===== src/rtl/rf_write_arbiter_if.sv =====
// ---------------------------------------------------------------------------
// rf_write_arbiter_if
//   Bundles the two writeback request ports, the clear control, the
//   register-file write port and the register-file read snoop/return paths
//   of rf_write_arbiter.
//   slave  : the arbiter side
//   master : the control/datapath + register-file side
// ---------------------------------------------------------------------------
interface rf_write_arbiter_if #(
    parameter int NREG = 32,
    parameter int DW   = 32
);
    localparam int AW = $clog2(NREG);

    // Port A: ALU writeback
    logic          A_VLD;
    logic [AW-1:0] A_WA;
    logic [DW-1:0] A_WD;
    logic          A_RDY;

    // Port B: memory-load writeback
    logic          B_VLD;
    logic [AW-1:0] B_WA;
    logic [DW-1:0] B_WD;
    logic          B_RDY;

    // Clear control
    logic          CLR;
    logic          BUSY;

    // Register-file write port
    logic          RFWE;
    logic [AW-1:0] RFWA;
    logic [DW-1:0] RFWD;

    // Register-file read paths
    logic [AW-1:0] RFRA1;
    logic [AW-1:0] RFRA2;
    logic [DW-1:0] RFRD1_I;
    logic [DW-1:0] RFRD2_I;
    logic [DW-1:0] RFRD1_O;
    logic [DW-1:0] RFRD2_O;

    modport slave (
        input  A_VLD, A_WA, A_WD,
        output A_RDY,
        input  B_VLD, B_WA, B_WD,
        output B_RDY,
        input  CLR,
        output BUSY,
        output RFWE, RFWA, RFWD,
        input  RFRA1, RFRA2, RFRD1_I, RFRD2_I,
        output RFRD1_O, RFRD2_O
    );

    modport master (
        output A_VLD, A_WA, A_WD,
        input  A_RDY,
        output B_VLD, B_WA, B_WD,
        input  B_RDY,
        output CLR,
        input  BUSY,
        input  RFWE, RFWA, RFWD,
        output RFRA1, RFRA2, RFRD1_I, RFRD2_I,
        input  RFRD1_O, RFRD2_O
    );
endinterface


===== src/rtl/rf_write_arbiter.sv =====
// ---------------------------------------------------------------------------
// rf_write_arbiter
//   Shares the single register-file write port between port A (ALU
//   writeback) and port B (memory-load writeback) with round-robin
//   arbitration on contention, and runs a clear sequence that writes zero
//   to registers 1..NREG-1 without needing a reset.
//
//   Write-port outputs (RFWE/RFWA/RFWD) and BUSY are registered; RDY is
//   combinational. Register 0 is the hardwired zero: a request to it is
//   accepted but never raises RFWE.
//
//   Optional feature macro: RF_WRITE_BYPASS_EN
//     defined   : the register file is read-first, so read data for an
//                 address currently being written is forwarded from RFWD.
//     undefined : read data passes straight through.
// ---------------------------------------------------------------------------
module rf_write_arbiter #(
    parameter int NREG = 32,
    parameter int DW   = 32
) (
    input  logic               CLK,
    input  logic               RST,
    rf_write_arbiter_if.slave  bus
);
    localparam int            AW        = $clog2(NREG);
    localparam logic [AW-1:0] ZERO_ADDR = {AW{1'b0}};
    localparam logic [AW-1:0] ONE_ADDR  = AW'(1);
    localparam logic [AW-1:0] LAST_ADDR = AW'(NREG - 1);

    typedef enum logic [0:0] {
        ST_IDLE  = 1'b0,
        ST_CLEAR = 1'b1
    } state_t;

    state_t        state_q, state_d;
    logic [AW-1:0] cnt_q, cnt_d;       // next register to clear
    logic          rr_b_q, rr_b_d;     // 0: A wins next contention, 1: B wins
    logic          busy_q, busy_d;
    logic          rfwe_q, rfwe_d;
    logic [AW-1:0] rfwa_q, rfwa_d;
    logic [DW-1:0] rfwd_q, rfwd_d;
    logic [1:0]    grants_s;           // {grant A, grant B}
    logic          grant_a_s;
    logic          grant_b_s;

    // Round-robin grant for two requesters; returns {grant_a, grant_b}.
    // A lone requester always wins, contention is settled by the pointer.
    function automatic logic [1:0] arb_grant(
        input logic a_vld,
        input logic b_vld,
        input logic rr_b
    );
        logic [1:0] g;
        if (a_vld && b_vld) begin
            g = rr_b ? 2'b01 : 2'b10;
        end else begin
            g = {a_vld, b_vld};
        end
        return g;
    endfunction

    // State register and registered outputs; RST aborts everything at once.
    always_ff @(posedge CLK or posedge RST) begin
        if (RST) begin
            state_q <= ST_IDLE;
            cnt_q   <= ZERO_ADDR;
            rr_b_q  <= 1'b0;
            busy_q  <= 1'b0;
            rfwe_q  <= 1'b0;
            rfwa_q  <= ZERO_ADDR;
            rfwd_q  <= {DW{1'b0}};
        end else begin
            state_q <= state_d;
            cnt_q   <= cnt_d;
            rr_b_q  <= rr_b_d;
            busy_q  <= busy_d;
            rfwe_q  <= rfwe_d;
            rfwa_q  <= rfwa_d;
            rfwd_q  <= rfwd_d;
        end
    end

    // Next-state logic: CLR starts a clear, which ends once the last register is written.
    always_comb begin
        state_d = state_q;
        case (state_q)
            ST_IDLE: begin
                if (bus.CLR) begin
                    state_d = ST_CLEAR;
                end else begin
                    state_d = ST_IDLE;
                end
            end
            ST_CLEAR: begin
                if (cnt_q == LAST_ADDR) begin
                    state_d = ST_IDLE;
                end else begin
                    state_d = ST_CLEAR;
                end
            end
            default: begin
                state_d = ST_IDLE;
            end
        endcase
    end

    // Output logic: grants and next values of the write port, counter and pointer.
    always_comb begin
        grants_s  = 2'b00;
        grant_a_s = 1'b0;
        grant_b_s = 1'b0;
        cnt_d     = cnt_q;
        rr_b_d    = rr_b_q;
        rfwe_d    = 1'b0;
        rfwa_d    = rfwa_q;
        rfwd_d    = rfwd_q;
        case (state_q)
            ST_IDLE: begin
                if (bus.CLR) begin
                    // CLR wins over any pending request; they wait until after the clear.
                    cnt_d = ONE_ADDR;
                end else begin
                    grants_s  = arb_grant(bus.A_VLD, bus.B_VLD, rr_b_q);
                    grant_a_s = grants_s[1];
                    grant_b_s = grants_s[0];
                    if (grant_a_s) begin
                        rfwe_d = (bus.A_WA != ZERO_ADDR);
                        rfwa_d = bus.A_WA;
                        rfwd_d = bus.A_WD;
                    end else if (grant_b_s) begin
                        rfwe_d = (bus.B_WA != ZERO_ADDR);
                        rfwa_d = bus.B_WA;
                        rfwd_d = bus.B_WD;
                    end else begin
                        rfwe_d = 1'b0;
                    end
                    // Pointer only moves when it actually decided a contention.
                    if (bus.A_VLD && bus.B_VLD) begin
                        rr_b_d = ~rr_b_q;
                    end else begin
                        rr_b_d = rr_b_q;
                    end
                end
            end
            ST_CLEAR: begin
                rfwe_d = 1'b1;
                rfwa_d = cnt_q;
                rfwd_d = {DW{1'b0}};
                if (cnt_q == LAST_ADDR) begin
                    cnt_d = ZERO_ADDR;
                end else begin
                    cnt_d = cnt_q + ONE_ADDR;
                end
            end
            default: begin
                cnt_d = ZERO_ADDR;
            end
        endcase
    end

    // BUSY tracks the registered state, so it rises on the edge sampling CLR
    // and falls on the edge that registers the final clear write.
    assign busy_d = (state_d == ST_CLEAR);

    assign bus.A_RDY = grant_a_s;
    assign bus.B_RDY = grant_b_s;
    assign bus.BUSY  = busy_q;
    assign bus.RFWE  = rfwe_q;
    assign bus.RFWA  = rfwa_q;
    assign bus.RFWD  = rfwd_q;

`ifdef RF_WRITE_BYPASS_EN
    // Forward the in-flight write to readers of the same non-zero register.
    always_comb begin
        if (rfwe_q && (rfwa_q == bus.RFRA1) && (bus.RFRA1 != ZERO_ADDR)) begin
            bus.RFRD1_O = rfwd_q;
        end else begin
            bus.RFRD1_O = bus.RFRD1_I;
        end
        if (rfwe_q && (rfwa_q == bus.RFRA2) && (bus.RFRA2 != ZERO_ADDR)) begin
            bus.RFRD2_O = rfwd_q;
        end else begin
            bus.RFRD2_O = bus.RFRD2_I;
        end
    end
`else
    // Read data passes straight through; the snooped addresses are not needed.
    logic unused_ra_s;
    assign unused_ra_s  = ^{bus.RFRA1, bus.RFRA2};
    assign bus.RFRD1_O  = bus.RFRD1_I;
    assign bus.RFRD2_O  = bus.RFRD2_I;
`endif

endmodule

===== src/flat_wrapper.sv =====
// flat-port wrapper written by rule: the top's interface ports become plain ports
module rf_write_arbiter_flat 
#(
    parameter int NREG = 32,
    parameter int DW   = 32
)
  (CLK, RST, bus_A_VLD, bus_A_WA, bus_A_WD, bus_A_RDY, bus_B_VLD, bus_B_WA, bus_B_WD, bus_B_RDY, bus_CLR, bus_BUSY, bus_RFWE, bus_RFWA, bus_RFWD, bus_RFRA1, bus_RFRA2, bus_RFRD1_I, bus_RFRD2_I, bus_RFRD1_O, bus_RFRD2_O);
  rf_write_arbiter_if #(.NREG(NREG), .DW(DW)) bus_i ();
  input  logic CLK;
  input  logic RST;
  input wire logic [$bits(bus_i.A_VLD)-1:0] bus_A_VLD;
  input wire logic [$bits(bus_i.A_WA)-1:0] bus_A_WA;
  input wire logic [$bits(bus_i.A_WD)-1:0] bus_A_WD;
  output wire logic [$bits(bus_i.A_RDY)-1:0] bus_A_RDY;
  input wire logic [$bits(bus_i.B_VLD)-1:0] bus_B_VLD;
  input wire logic [$bits(bus_i.B_WA)-1:0] bus_B_WA;
  input wire logic [$bits(bus_i.B_WD)-1:0] bus_B_WD;
  output wire logic [$bits(bus_i.B_RDY)-1:0] bus_B_RDY;
  input wire logic [$bits(bus_i.CLR)-1:0] bus_CLR;
  output wire logic [$bits(bus_i.BUSY)-1:0] bus_BUSY;
  output wire logic [$bits(bus_i.RFWE)-1:0] bus_RFWE;
  output wire logic [$bits(bus_i.RFWA)-1:0] bus_RFWA;
  output wire logic [$bits(bus_i.RFWD)-1:0] bus_RFWD;
  input wire logic [$bits(bus_i.RFRA1)-1:0] bus_RFRA1;
  input wire logic [$bits(bus_i.RFRA2)-1:0] bus_RFRA2;
  input wire logic [$bits(bus_i.RFRD1_I)-1:0] bus_RFRD1_I;
  input wire logic [$bits(bus_i.RFRD2_I)-1:0] bus_RFRD2_I;
  output wire logic [$bits(bus_i.RFRD1_O)-1:0] bus_RFRD1_O;
  output wire logic [$bits(bus_i.RFRD2_O)-1:0] bus_RFRD2_O;
  assign bus_i.A_VLD = bus_A_VLD;
  assign bus_i.A_WA = bus_A_WA;
  assign bus_i.A_WD = bus_A_WD;
  assign bus_A_RDY = bus_i.A_RDY;
  assign bus_i.B_VLD = bus_B_VLD;
  assign bus_i.B_WA = bus_B_WA;
  assign bus_i.B_WD = bus_B_WD;
  assign bus_B_RDY = bus_i.B_RDY;
  assign bus_i.CLR = bus_CLR;
  assign bus_BUSY = bus_i.BUSY;
  assign bus_RFWE = bus_i.RFWE;
  assign bus_RFWA = bus_i.RFWA;
  assign bus_RFWD = bus_i.RFWD;
  assign bus_i.RFRA1 = bus_RFRA1;
  assign bus_i.RFRA2 = bus_RFRA2;
  assign bus_i.RFRD1_I = bus_RFRD1_I;
  assign bus_i.RFRD2_I = bus_RFRD2_I;
  assign bus_RFRD1_O = bus_i.RFRD1_O;
  assign bus_RFRD2_O = bus_i.RFRD2_O;
  rf_write_arbiter #(.NREG(NREG), .DW(DW)) u_core (.CLK(CLK), .RST(RST), .bus(bus_i));
endmodule

===== config.mk =====
export PLATFORM = sky130hd
export DESIGN_NAME = rf_write_arbiter_flat
export DESIGN_NICKNAME = d
export VERILOG_FILES = /design/src/rtl/rf_write_arbiter_if.sv /design/src/rtl/rf_write_arbiter.sv /design/src/flat_wrapper.sv
export SDC_FILE = /design/constraint.sdc
export NUM_CORES = 1
export LEC_CHECK = 0
export BUFFER_PORTS_ARGS = -buffer_cell sky130_fd_sc_hd__buf_2
export CORE_AREA = 2 2 101 103
export DETAILED_ROUTE_END_ITERATION = 8
export DIE_AREA = 0 0 103 105
export MAX_ROUTING_LAYER = met4
export PLACE_DENSITY = 0.66
export SLEW_MARGIN = 20
export SYNTH_ARGS = -nofsm -noshare
export SYNTH_HDL_FRONTEND = slang
export SYNTH_SLANG_ARGS = --single-unit

===== constraint.sdc =====
create_clock -name CLK -period 1.35 [get_ports CLK]
set_input_delay 0.135 -clock CLK [delete_from_list [all_inputs] [get_ports CLK]]
set_output_delay 0.135 -clock CLK [all_outputs]
set_load 0.005 [all_outputs]

# Word level (Yosys, flattened, before mapping)
# Cells that the tools add are included.
[op_classes]
addsub = 1
eq_ne = 4
n_mux = 26
bitwise_logic = 3
reduce_logical = 5
[op_table]
columns = ["operator", "count"]
rows = [
  ["$mux 32", 3],
  ["$pmux 32 s2", 1],
  ["$mux 5", 5],
  ["$pmux 5 s2", 2],
  ["$reduce_bool 5->1", 2],
  ["$mux 1", 9],
  ["$mux 2", 4],
  ["$add 5x1->5 const B", 1],
  ["$eq 5x5->1 const B", 1],
  ["$ne 2x2->1 const B", 2],
  ["$pmux 1 s2", 2],
  ["$ne 3x1->1 const B", 1],
  ["$not 1->1", 3],
  ["$reduce_and 3->1", 1],
  ["$reduce_and 2->1", 1],
  ["$logic_and 1x1->1", 1],
]
[word_totals]
register_bits = 45
in_bits = 153
out_inout_bits = 105
word_cells = 45

# Depth between registers and ports, before layout
# Gate-level depths: netlist of the first run.
[logic_depth]
depth_word = 8
depth_mapped = 6
ltp_nobuf = 5

# Worst setup path before layout of the first run
# No wires, ideal clock.
[synth_timing]
kind = "register to register"
startpoint = "reg u_core.cnt_q[0]"
endpoint = "reg u_core.cnt_q[4]"
setup_time_ps = 121
arrival_ps = 1261
required_ps = 1229
path_slack_ps = -32
path_stages_with_launch = 5
n_path_buf = 0
period_less_slack_ps = 1382
cell_sequence = "dfrtp_1 -> ha_1 -> and3_1 -> ha_1 -> a22o_1"
[synth_via]
elab_chain_len = 3
elab_cells_between_ends = 4
cone_classes = "add/sub (1); eq/ne (1); mux (2)"
[synth_rtl]
columns = ["item", "line_no", "text"]
rows = [
  ["from (decl)", "rf_write_arbiter.sv:36", "logic [AW-1:0] cnt_q, cnt_d;"],
  ["from (signal assigned)", "rf_write_arbiter.sv:74", "cnt_q <= cnt_d;"],
  ["$add 5x1->5 or $eq 5x5->1 (tied branches)", "rf_write_arbiter.sv:152, rf_write_arbiter.sv:149", ""],
  ["$mux 5 (*)", "rf_write_arbiter.sv:149", "if (cnt_q == LAST_ADDR) begin"],
  ["$pmux 5 s2 (*)", "rf_write_arbiter.sv:117", "case (state_q)"],
]
# Every way passes the cells marked *; elsewhere a longest branch is shown, timed or not.
# A chain may end at the register's enable or synchronous reset.

# Worst setup path in the final report of the first run
[layout_timing]
startpoint = "reg u_core.rr_b_q"
endpoint = "out bus_B_RDY"
[layout_via]
elab_chain_len = 6
[layout_rtl]
columns = ["item", "line_no", "text"]
rows = [
  ["from (decl)", "rf_write_arbiter.sv:37", "logic rr_b_q, rr_b_d;"],
  ["from (signal assigned)", "rf_write_arbiter.sv:75", "rr_b_q <= rr_b_d;"],
  ["$mux 2", "rf_write_arbiter.sv:55", "g = rr_b ? 2'b01 : 2'b10;"],
  ["$mux 2", "rf_write_arbiter.sv:54", "if (a_vld && b_vld) begin"],
  ["$mux 2", "rf_write_arbiter.sv:119", "if (bus.CLR) begin"],
  ["$mux 2", "rf_write_arbiter.sv:117", ""],
  ["$mux 1", "rf_write_arbiter.sv:119", ""],
  ["$mux 1", "rf_write_arbiter.sv:117", ""],
  ["to (decl)", "flat_wrapper.sv:18", "output wire logic [$bits(bus_i.B_RDY)-1:0] bus_B_RDY;"],
]
# Every way passes these cells. The select of a mux whose other input is x is not followed.

==> metrics.txt, run 1 <==
die area 10800 µm²; worst hold path type input port to register; Clock Latency Late Sink ~290 ps; Crit. End Element output port; Critical Path RT 1220 ps; Clock Tree Root clkbuf_8; outcome complete, but fails checks; clk buf depth 2; layout cells sized above 1 0.522; Worst Skew 6.70 ps; M2 GR Usage 0.223; max_cap viols 0; fill cell count 1016; GRT Util Overall 0.130; Post-Synthesis Cells 247; clock slew at reported path FFs around 80 ps; Sw Pwr 1.55 mW; Post-layout nets between 400 and 500; synthesized area 2680 µm²; ant diodes 0; final worst slack -78.6 ps; minimum clock period around 1400 ps; total wire length 6.95 mm; Ys Warns 0; met1 Usage GRT 0.148; Sequential Power Share 0.399; core area 9640 µm²; main combinational cell family by area after synthesis buffers and inverters; worst vdd ir 0.456 mV; routed via count ~2100; I/O Buffers 119; post-DR vias/cell 4.61; Worst Path Max Fanout 2; RSZ-0062 raised after global routing yes; cts bufs inserted 5; Area Overhead vs Synth 22.0%; Final setup viols 17; Final Max Slew Viols 0; Tcrit/Tclk final 1.06; Core Util, Final 0.339; CTS tree built; Synth area leaders dfrtp_1, buf_4, mux2i_1; clk sinks 45; failing checks setup timing; mux share of post-synthesis cell area 0.131; XOR/XNOR Fraction of Synth Area 0.00979; Core Rows 36; DR pass1 iterations 4; Worst EP arrival 1290 ps; largest net degree at the start of global routing 46; dpl cell area 3050 µm²; DRC errors left 0; Initial Util 0.278; Setup Crit Path Kind register to output port; Syn Area/Cell 10.9 µm²; global-route met3 utilization 0.0308; antenna violations before repair 0; # IOs approximately 260; Yosys reg bits 45; CP startpoint kind register; Rel. slew slack 0.835; clock share of power 0.184; final hold violations 0; first-pass GRT wire length 10.6 mm; Leak Pwr 1.67 nW; htree depth 2; vias in the first global route 2059; P per Cell Area 1400 nW/µm²; Net Sw Frac 0.337; wire length per cell 15.4 µm; antenna-violating nets left 0; post-synth top area cell dfrtp_1; Yosys cell types 36; post-synth top area share 0.420; Synth Area in Compound Gates 0.157; Seq/Total Area, Yosys 0.420; Initial DRC Count 79; final instance area 3270 µm²; Peak Freq 700 MHz; Congestion Overflow GR 0; Comb pwr share 0.417; post-synth net total 402; GP Congestion 0.761; post-synthesis simple-gate area fraction 0.0564; die width 103 µm; cell internal pwr 3.04 mW; die height 105 µm; Worst-Margin Slew approximately 250 ps; post-synthesis adder-cell area fraction 0.00933; post-DP HPWL approximately 5.3 mm; Top Usage Layer GRT met2
==> path summary, 6_finish.rpt <==
check / startpoint / endpoint / slack [ps] / cells after the start
max: u_core.rr_b_q / bus_B_RDY / -80 / 4
min: bus_B_WD[16] / u_core.bus.RFWD[16] / 110 / 3
max reg2reg: u_core.rr_b_q / u_core.bus.RFWD[5] / -60 / 5
min reg2reg: u_core.bus.RFWD[25] / u_core.bus.RFWD[25] / 490 / 1
max in group asynchronous: RST / u_core.state_q / 710 / 4
min in group asynchronous: RST / u_core.bus.RFWD[12] / 410 / 4
==> per-stage QoR <==
stage          power (mW)  instances  setup TNS (ps)  setup slack, ps  hold WS, ps
2_1_floorplan        2.97        247               0             8.83          233
4_1_cts              4.51        448            -977            -99.8          102
3_5_place_dp         3.57        437            -746            -77.4          197
3_3_place_gp         3.51        437           -42.8            -31.2          200
5_1_grt              4.93        451           -2320             -137          115
6_report             4.59        451            -415            -78.6          110
==> cells by family after synthesis <==
family                     count (synthesis)
adders and majority gates                  2
AOI/OAI and AO/OA                         50
DFF                                       45
buffers and inverters                     82
xor gates and xnor gates                   3
muxes                                     35
and+or+nand+nor                           30
==> worst max-delay path, stage by stage (launching register included) <==
cell	delay [ps]
dfrtp_1	420
buf_4	150
nand2b_1	150
and3_1	170
buf_2	120
==> power by group through the flow <==
stage | sequential, mW | combinational (mW) | clock (mW)
2_1_floorplan | 1.85 | 1.12 | 0
3_3_place_gp | 1.84 | 1.68 | 0
3_5_place_dp | 1.84 | 1.73 | 0
4_1_cts | 1.83 | 1.79 | 0.884
5_1_grt | 1.86 | 2.11 | 0.948
6_report | 1.83 | 1.91 | 0.845
==> cell usage after synthesis, drive strengths merged <==
master	number
o2bb2ai	32
or3	2
a32oi	1
a32o	1
buf	72
mux2i	35
nor3	2
xor2	1
ha	2
nand2b	3
and3	3
o21bai	1
a22o	1
dfrtp	45
a21boi	1
nor2	4
nand3	1
o211ai	1
and2	1
o32ai	2
a31oi	1
clkbuf	6
o21ai	4
inv	4
nand3b	1
xnor2	2
a21oi	1
o221ai	3
nand2	10
nor2b	1
a21o	1
or2	1
or4	1
==> cell type report <==
cell class	count	area, µm²	share of cell area
timing repair buffer	142	831	0.254
clock buffer	7	86.3	0.0264
tap	133	166	0.0509
inverter	4	15.0	0.00459
sequential	45	1130	0.345
multi-input combinational	120	1050	0.320
==> layout by cell type, fill, tap and decap left out, drive strengths merged, types with 2 or more instances in the layout <==
cell / n
clkbuf: 7
nand2b: 3
o32ai: 2
mux2i: 35
and3: 3
o221ai: 3
buf: 141
ha: 2
or3: 2
inv: 4
nor3: 2
o21ai: 4
nor2: 4
nand2: 10
o2bb2ai: 32
dfrtp: 45
xnor2: 2
==> registers in the layout, indices dropped and copies added, names as in the netlist <==
signal	cells
u_core.bus.RFWD	32
u_core.bus.RFWA	5
u_core.cnt_q	5
u_core.bus.RFWE	1
u_core.rr_b_q	1
u_core.state_q	1
==> what timing repair did <==
item,in CTS,in global routing
gates resized for setup,4,13
hold endpoints to repair,45,0
setup endpoints to repair,24,31
pin swaps,3,3
hold buffers,1,0
buffers inserted,3,3
==> routing by layer <==
layer	wire length, µm	part of all wire
met1	2670	0.38
met2	3550	0.51
met3	601	0.087
met4	121	0.017
met5	0	0
Power figures use the tool's default switching activity.
==> run 2: changes to the inputs <==
--- a/config.mk
+++ b/config.mk
@@ -5,12 +5,13 @@
 export SDC_FILE = /design/constraint.sdc
 export NUM_CORES = 1
 export LEC_CHECK = 0
+export ABC_AREA = 1
 export BUFFER_PORTS_ARGS = -buffer_cell sky130_fd_sc_hd__buf_2
-export CORE_AREA = 2 2 101 103
+export CORE_MARGIN = 2
+export CORE_UTILIZATION = 30
 export DETAILED_ROUTE_END_ITERATION = 8
-export DIE_AREA = 0 0 103 105
 export MAX_ROUTING_LAYER = met4
-export PLACE_DENSITY = 0.66
+export PLACE_DENSITY = 0.68
 export SLEW_MARGIN = 20
 export SYNTH_ARGS = -nofsm -noshare
 export SYNTH_HDL_FRONTEND = slang
==> run 2 against run 1 <==
The flow now finishes without violations; worst hold slack got worse by 12 ps; die area grew 1.3%; sequential power increased by 2%.
==> metrics.txt, run 2 <==
layout cells sized above 1 0.425 (-0.0974); Post-Synthesis Cells 402 (+63%); clk sinks 45 (unchanged); crit path cell chain nor2_4 > inv_4 > nor2_2 > buf_2; post-synth top area cell dfrtp_1; clk buf depth 2 (unchanged); I/O Buffers 119 (unchanged); die area 11000 µm² (+1.3%); DRC errors left 0 (unchanged); Hold WS 98.1 ps (-12.3 ps); Congestion Overflow GR 0 (unchanged); core area 9820 µm² (+1.9%); GP Congestion 0.802 (+5.4%); Worst Skew 2.54 ps (-4.16 ps); minimum clock period 1340 ps (-90.3 ps); Rel. slew slack 0.831 (-0.00369); antenna-violating nets left 0 (unchanged); first-pass GRT wire length 12.3 mm (+16%); CP bufs+invs 2 (unchanged); Tcrit/Tclk final 0.991 (-0.0669); worst vdd ir 0.558 mV (+22%); Peak Freq 747 MHz (+6.7%); Core Rows 36 (unchanged); Yosys reg bits 45 (unchanged); CP top delay family flip-flops; CP max-delay cell dfrtp_2; ant diodes 0 (unchanged); Synth Flop Type dfrtp_1; wire length per cell 12.9 µm (-16%); Seq/Total Area, Yosys 0.371 (-0.0493); Final Max Slew Viols 0 (unchanged); DR pass1 iterations 4 (unchanged); routed via count 2571 (+24%); RSZ-0062 raised after global routing yes; synthesized area 3040 µm² (+13%); FFs w/ async S/R, synth 1.00 (unchanged); Clock Latency Late Sink 290 ps (about the same); Initial Util 0.310 (+0.0312); Worst EP arrival 1200 ps (-90 ps); count leader, synth nand2_1; Synth area leaders dfrtp_1, buf_4, nand2_1; post-synth net total 557 (+39%); Area Overhead vs Synth 19.2%; CP startpoint kind register; Post-layout nets 625 (+32%); CP startpoint u_core.state_q; total power 5.25 mW (+14%); Clock Tree Root clkbuf_8; post-DP HPWL 6.01 mm (+14%); FF-to-FF Start u_core.cnt_q[1]; die width 105 µm (+1.6%); vias in the first global route 2495 (+21%); worst hold path type input port to register; outcome complete, no violations; die height 105 µm (-0.33%); Worst-Margin Slew 253 ps (+5.54 ps); Ys Warns 0 (unchanged); GRT Util Overall 0.144 (+0.0141); Leak Pwr 2.00 nW (+20%); post-synth top area share 0.371 (-0.0493); post-DR vias/cell 4.26 (-7.6%); P per Cell Area 1450 nW/µm² (+3.3%); clock slew at reported path FFs 90 ps (about the same); Hold Startpoint bus_A_WD[17]; Crit. End Element output port; cts bufs inserted 5 (unchanged); Largest register FFs 32 (unchanged); Initial DRC Count 99 (+25%); antenna violations before repair 0 (unchanged); commonest non-fill, non-tap cells in the layout nand2_1, buf_2, dfrtp_1, nor2_1, inv_1; Crit path largest cell delay 450 ps (+30 ps); final hold violations 0 (unchanged); fill cell count 1074 (+5.7%); Final setup viols 0 (-17); EDFF count, synth 0 (unchanged); Critical Path RT 1220 ps (about the same); # IOs 258 (unchanged); CTS tree built; largest net degree at the start of global routing 46 (unchanged); total wire length 7.78 mm (+12%); Worst Path Max Fanout 5 (+3); synth cell count leaders nand2_1, buf_4, nor2_1; Syn Area/Cell 7.56 µm² (-30%); Setup Crit Path Kind register to output port; max_cap viols 0 (unchanged); Yosys cell types 26 (-28%); htree depth 2 (unchanged)
[run 2: changes by cell type in the layout (fill, tap and decap cells not counted), sizes merged, moves of 3 or more]
cell     previous run  this run
nand2              10       123
nor2                4        49
inv                 4        43
mux2i              35         0
o2bb2ai            32         0
o21ai               4        35
nand3               1        14
nand2b              3         0
o221ai              3         0
[run 2: layout make-up]
cell class / count / area [µm²] / area share
Clock buffer: 5 / 68.8 / 0.0190
Clock inverter: 3 / 65.1 / 0.0180
Tap cell: 133 / 166 / 0.0459
Sequential cell: 45 / 1130 / 0.311
Multi-Input combinational cell: 234 / 1200 / 0.331
Inverter: 43 / 164 / 0.0452
Timing Repair Buffer: 141 / 833 / 0.230
[run 2: what timing repair did]
item                                   in CTS  in global routing
hold buffers                                1                  0
resized for setup                           3                 14
setup endpoints to repair                   5                 14
gates cloned                                0                  0
buffers inserted                            4                  5
pin swaps                                   4                  8
endpoints found under the hold margin      45                  0
[run 2: worst paths after layout]
kind                            slack (ps)             endpoint  depth (start not counted)
worst max register to register          40      u_core.cnt_q[2]                          5
min in group asynchronous              410  u_core.bus.RFWD[26]                          4
max in group asynchronous              700       u_core.state_q                          4
worst min register to register         480  u_core.bus.RFWD[15]                          2
worst max-delay path                    10            bus_A_RDY                          4
worst min-delay path                   100  u_core.bus.RFWD[17]                          3
[run 2: cell families after synthesis]
logic type | synth area share
xor gates and xnor gates | 0.00865
DFF | 0.371
buffers and inverters | 0.254
adders and majority gates | 0.00823
and+or+nand+nor | 0.258
AOI/OAI and AO/OA | 0.100
[run 2: through the flow]
stage | std cells | worst slack, ps | TNS (ps) | util | instance area [µm²]
3_5_place_dp | 586 | -2.94 | -5.08 | 0.341 | 3350
4_1_cts | 599 | -4.73 | -13.7 | 0.359 | 3530
6_report | 604 | 11.7 | 0 | 0.369 | 3620
2_1_floorplan | 402 | 28.6 | 0 | - | 3040
3_3_place_gp | 586 | 23.6 | 0 | 0.341 | 3350
5_1_grt | 604 | -45.7 | -177 | 0.369 | 3620
[run 2: power by group]
group / switching, mW / leakage, nW / internal, mW
Sequential: 0.213 / 0.596 / 1.65
Combinational: 1.16 / 1.33 / 1.02
Clock: 0.463 / 0.0681 / 0.735
Total: 1.84 / 2.00 / 3.41
[run 2: tightest hold or removal path, cell delays in order]
cell     delay (ps)
buf_2            80
nor2_1           40
o21ai_2         110
[run 2: per-layer routing]
layer / GRT usage / part of all wire
met1: 0.161 / 0.40
met2: 0.254 / 0.50
met3: 0.0418 / 0.087
met4: 0.0362 / 0.013
met5: - / 0
